## src/rtl/pipe_adder.sv

```systemverilog
// Pipelined WIDTH-bit adder with valid/ready handshake, STAGES carry-chained slices.
// Define PIPE_ADDER_OVF_EN to add the signed-overflow output ovf.
module pipe_adder #(
    parameter int unsigned WIDTH  = 32,
    parameter int unsigned STAGES = 4
) (
    input  logic             clk,
    input  logic             rst,
    input  logic             in_valid,
    output logic             in_ready,
    input  logic [WIDTH-1:0] a,
    input  logic [WIDTH-1:0] b,
    input  logic             cin,
    output logic             out_valid,
    input  logic             out_ready,
    output logic [WIDTH-1:0] sum,
    output logic             cout
`ifdef PIPE_ADDER_OVF_EN
    ,
    output logic             ovf
`endif
);

    localparam int unsigned SLICE = WIDTH / STAGES;

    if ((WIDTH % STAGES) != 0) begin : g_bad_width
        $error("pipe_adder: WIDTH must be a multiple of STAGES");
    end

    // Per-stage registers: operands (upper slices still pending), partial sum, carry, valid
    logic [WIDTH-1:0] a_q [STAGES];
    logic [WIDTH-1:0] b_q [STAGES];
    logic [WIDTH-1:0] s_q [STAGES];
    logic             c_q [STAGES];
    logic             v_q [STAGES];

    // Stage inputs: ports for stage 0, previous stage's registers otherwise
    logic [WIDTH-1:0] a_i [STAGES];
    logic [WIDTH-1:0] b_i [STAGES];
    logic [WIDTH-1:0] s_i [STAGES];
    logic             c_i [STAGES];
    logic             v_i [STAGES];

    logic [WIDTH-1:0] s_d  [STAGES];
    logic [SLICE:0]   part [STAGES];
    logic             adv;

    assign a_i[0] = a;
    assign b_i[0] = b;
    assign s_i[0] = '0;
    assign c_i[0] = cin;
    assign v_i[0] = in_valid;

    for (genvar k = 1; k < STAGES; k++) begin : g_link
        assign a_i[k] = a_q[k-1];
        assign b_i[k] = b_q[k-1];
        assign s_i[k] = s_q[k-1];
        assign c_i[k] = c_q[k-1];
        assign v_i[k] = v_q[k-1];
    end

    // Whole pipe advances together; stalls only when the head result is not taken
    assign adv      = !v_q[STAGES-1] || out_ready;
    assign in_ready = adv && !rst;

    // Slice k add: SLICE+1 bits, top bit is the carry handed to stage k+1
    always_comb begin
        for (int k = 0; k < STAGES; k++) begin
            part[k] = {1'b0, a_i[k][k*SLICE +: SLICE]}
                    + {1'b0, b_i[k][k*SLICE +: SLICE]}
                    + (SLICE+1)'(c_i[k]);
            s_d[k] = s_i[k];
            s_d[k][k*SLICE +: SLICE] = part[k][SLICE-1:0];
        end
    end

`ifdef PIPE_ADDER_OVF_EN
    logic ovf_d;
    logic ovf_q;

    // Operand sign bits reach the last stage inside the skewed operand slices
    assign ovf_d = (a_i[STAGES-1][WIDTH-1] == b_i[STAGES-1][WIDTH-1])
                 && (s_d[STAGES-1][WIDTH-1] != a_i[STAGES-1][WIDTH-1]);
    assign ovf   = ovf_q;
`endif

    always_ff @(posedge clk) begin
        if (rst) begin
            for (int k = 0; k < STAGES; k++) begin
                a_q[k] <= '0;
                b_q[k] <= '0;
                s_q[k] <= '0;
                c_q[k] <= 1'b0;
                v_q[k] <= 1'b0;
            end
`ifdef PIPE_ADDER_OVF_EN
            ovf_q <= 1'b0;
`endif
        end else if (adv) begin
            for (int k = 0; k < STAGES; k++) begin
                a_q[k] <= a_i[k];
                b_q[k] <= b_i[k];
                s_q[k] <= s_d[k];
                c_q[k] <= part[k][SLICE];
                v_q[k] <= v_i[k];
            end
`ifdef PIPE_ADDER_OVF_EN
            ovf_q <= ovf_d;
`endif
        end
    end

    assign out_valid = v_q[STAGES-1];
    assign sum       = s_q[STAGES-1];
    assign cout      = c_q[STAGES-1];

endmodule

```

## config.mk

```make
export PLATFORM = sky130hd
export DESIGN_NAME = pipe_adder
export DESIGN_NICKNAME = d
export VERILOG_FILES = /design/src/rtl/pipe_adder.sv
export SDC_FILE = /design/constraint.sdc
export NUM_CORES = 1
export LEC_CHECK = 0
export BUFFER_PORTS_ARGS = -buffer_cell sky130_fd_sc_hd__buf_2
export CORE_UTILIZATION = 50
export CTS_BUF_LIST = sky130_fd_sc_hd__clkbuf_4 sky130_fd_sc_hd__clkbuf_8
export DETAILED_ROUTE_END_ITERATION = 12
export PLACE_DENSITY = 0.82
export SYNTH_ARGS = -nofsm -noshare
export SYNTH_HDL_FRONTEND = slang
export SYNTH_SLANG_ARGS = --single-unit
```

## constraint.sdc

```tcl
create_clock -name clk -period 12.1 [get_ports clk]
set_input_delay 0.605 -clock clk [delete_from_list [all_inputs] [get_ports clk]]
set_output_delay 0.605 -clock clk [all_outputs]
set_load 0.005 [all_outputs]
```

==> impl_metrics.tcl <==
set metrics [dict create \
    syn2layout_area_growth_pct 13.6 \
    crit_path_top_delay_cell "buf_4" \
    setup_viol 0 \
    clk_pin_slew_ns 0.09 \
    port_buffers 103 \
    cp.arrival_ns 3.20 \
    synthArstFlopShare_pct 0 \
    final_nets 773 \
    post-cts-setup-buffer-count 0 \
    maxCapViolCount 0 \
    drv_slew 0 \
    cts_tree "built" \
    synth_flop_cell "edfxtp_1" \
    path_common_cell "buf_4" \
    finalSetupTns_ns 0 \
    n_antenna_cell 0 \
    crit_family "buffers and inverters" \
    synth_top_area_cell "edfxtp_1" \
    r2r-start "v_q[3]$_DFFE_PP_" \
    clockBufferDepth 2 \
    power.leakage_nw 3.96 \
    final.fill_count 1246 \
    gr-max-usage-layer "met2" \
    pin_count 104 \
    cp.required_ns 12.19 \
    critical_path.max_stage_delay_ns 0.96 \
    die_h_um 129 \
    startpoint_type "flip-flop" \
    power_density_nw_per_um2 135 \
    status "finished, final reports clean" \
    synth_seq_cells 184 \
    grt_pass1_vias 4405 \
    die_x_um 129 \
    timing_worst_setup_path_type "flip-flop to flip-flop" \
    tightest_slew_ns 1.16 \
    drcViolationCount 0 \
    period_share_pct 25.7 \
    peakVddDrop_mv 0.0646 \
    wl_per_cell_um 14.5 \
    clock_sink_count 184 \
    p_seq_share_pct 60.7 \
    num_vias 4644 \
    holdWs_ns 0.420 \
    met1_usage_pct 19.9 \
    synthCells 564 \
    antenna_left 0 \
    fmax_mhz 322 \
    hpwlAfterDp_um 8910 \
    cp-end-kind "flip-flop" \
    switching_share_pct 22.9 \
    synth_common_cells "184 x edfxtp_1, 155 x and2_1, 29 x o21ai_0" \
    ys_types 36 \
    placed_cells 865 \
    drive_above_1_share_pct 20.7 \
    cts_buffers 17 \
    ys_warn_count 0 \
    routed_wl_um 13000 \
    avgSynthCellArea_um2 14.3 \
    hold_buffers 0 \
    cts-resized-gates 0 \
    seq_area_frac_synth_pct 68.3 \
    globalRouteMet2Util_pct 28.2 \
    syn-cell-area_um2 8090 \
    h-tree-depth 4 \
    drt_iter0_markers 360 \
    grt_max_degree 105 \
    worstSetupStartpoint "v_q[3]$_DFFE_PP_" \
    die_area_um2 16700 \
    final_cells 897 \
    maxSlewHeadroom_pct 22.4 \
    path_cells "nor2b_4 > or2b_4 > buf_4 > buf_4" \
    min_from "a[8]" \
    p_sw_mw 0.285 \
    syn_nets 669 \
    grt.overflow.total 0 \
    path_max_fanout 97 \
    antenna_found_initial 0 \
    fin_worst_skew_ns 0.00649 \
    p_clk_share_pct 31.0 \
    combPwrFrac_pct 8.3 \
    synth.area.top_cells "edfxtp_1 68%, and2_1 12%, ha_1 4.3%, fa_1 2.0%, o21ai_0 1.8%" \
    worst-path-buf-inv 2 \
    use_met3_pct 5.24 \
    root_buffer "clkbuf_8" \
    drtPass1Iterations 4 \
    start_util_pct 51.1 \
    num_rows 46 \
    post-route-min-period_ns 3.11 \
    clk_latency_ns 0.45 \
    synth_edf_count 184 \
    r2r_slack_ns 8.99 \
    grtUsageTotal_pct 16.6 \
    rsz0062_at_grt "no" \
    core_um2 15800 \
    grt_pass1_wl_um 20800 \
    synth_most_common_cell "edfxtp_1" \
    hold_viol_final 0 \
    yosys.area.top_type_share_pct 68.3 \
    gp_congestion 0.861 \
    p_int_mw 0.959 \
    vias_per_cell 5.18 \
    hold_class "input port to flip-flop" \
]
==> layer usage <==
metal  share of wire [%]  up-vias
met5                   0        -
met4                 1.1        0
met3                 4.7       10
met2                  52      147
met1                  42     2208
li1                    -     2279
==> registers in the layout, indices dropped and copies added (netlist names) <==
signal and count:
a_q 48, b_q 48, c_q 4, s_q 80
v_q 4
==> cell usage in the layout, fill, tap and decap left out, types with 5 or more instances in the layout <==
cell / netlist / routed
o21ai_0: 29 / 29
nand2_1: 5 / 5
nor3_1: 16 / 16
and2_1: 155 / 155
inv_1: 9 / 8
a211oi_1: 15 / 15
fa_1: 8 / 8
nand3_1: 5 / 5
edfxtp_1: 184 / 184
nor2b_1: 5 / 5
buf_2: 4 / 103
nor2_1: 22 / 22
clkbuf_8: 0 / 17
ha_1: 28 / 28
a21o_1: 7 / 7
a21oi_1: 9 / 9
o21a_1: 5 / 5
==> metrics by stage <==
stage          utilization (%)  setup WS (ns)  area, µm²  power (mW)
4_1_cts                   58.1           8.93       9190        1.26
3_5_place_dp              55.7           8.70       8810       0.874
6_report                  58.1           8.99       9190        1.24
2_1_floorplan                -           6.94       8090       0.835
5_1_grt                   58.1           8.75       9190        1.30
3_3_place_gp              55.7           8.82       8810       0.867
==> final cells by class <==
type	instances	area, µm²	share of cell area [%]
Clock inverter	15	145	1.58
Timing Repair Buffer	106	538	5.85
Multi-Input combinational cell	350	2440	26.6
Tap cell	216	270	2.94
Sequential cell	184	5530	60.1
Clock buffer	17	234	2.54
Inverter	9	36.3	0.395
==> final timing paths <==
path                               to  cells past startpoint
max          a_q[0][59]$_SDFFCE_PN0P_                      4
min           a_q[0][8]$_SDFFCE_PN0P_                      2
max reg2reg  a_q[0][59]$_SDFFCE_PN0P_                      4
min reg2reg  b_q[0][60]$_SDFFCE_PN0P_                      1
==> power by group through the flow <==
stage	Combinational [mW]	Clock (mW)	Sequential (mW)
floorplan	0.0668	0	0.768
global placement	0.0978	0	0.769
detailed placement	0.103	0	0.770
CTS	0.104	0.396	0.756
global route	0.116	0.422	0.760
finish	0.103	0.386	0.755
==> cells by family after synthesis <==
logic type,share of synthesized area [%]
AND/OR/NAND/NOR,16.9
flip-flops,68.3
AO/OA/AOI/OAI,6.37
adder cells (fa/ha/maj),6.31
buffers and inverters,1.55
XOR/XNOR,0.325
multiplexers,0.247
No activity file was read; power rests on OpenSTA's default activity.
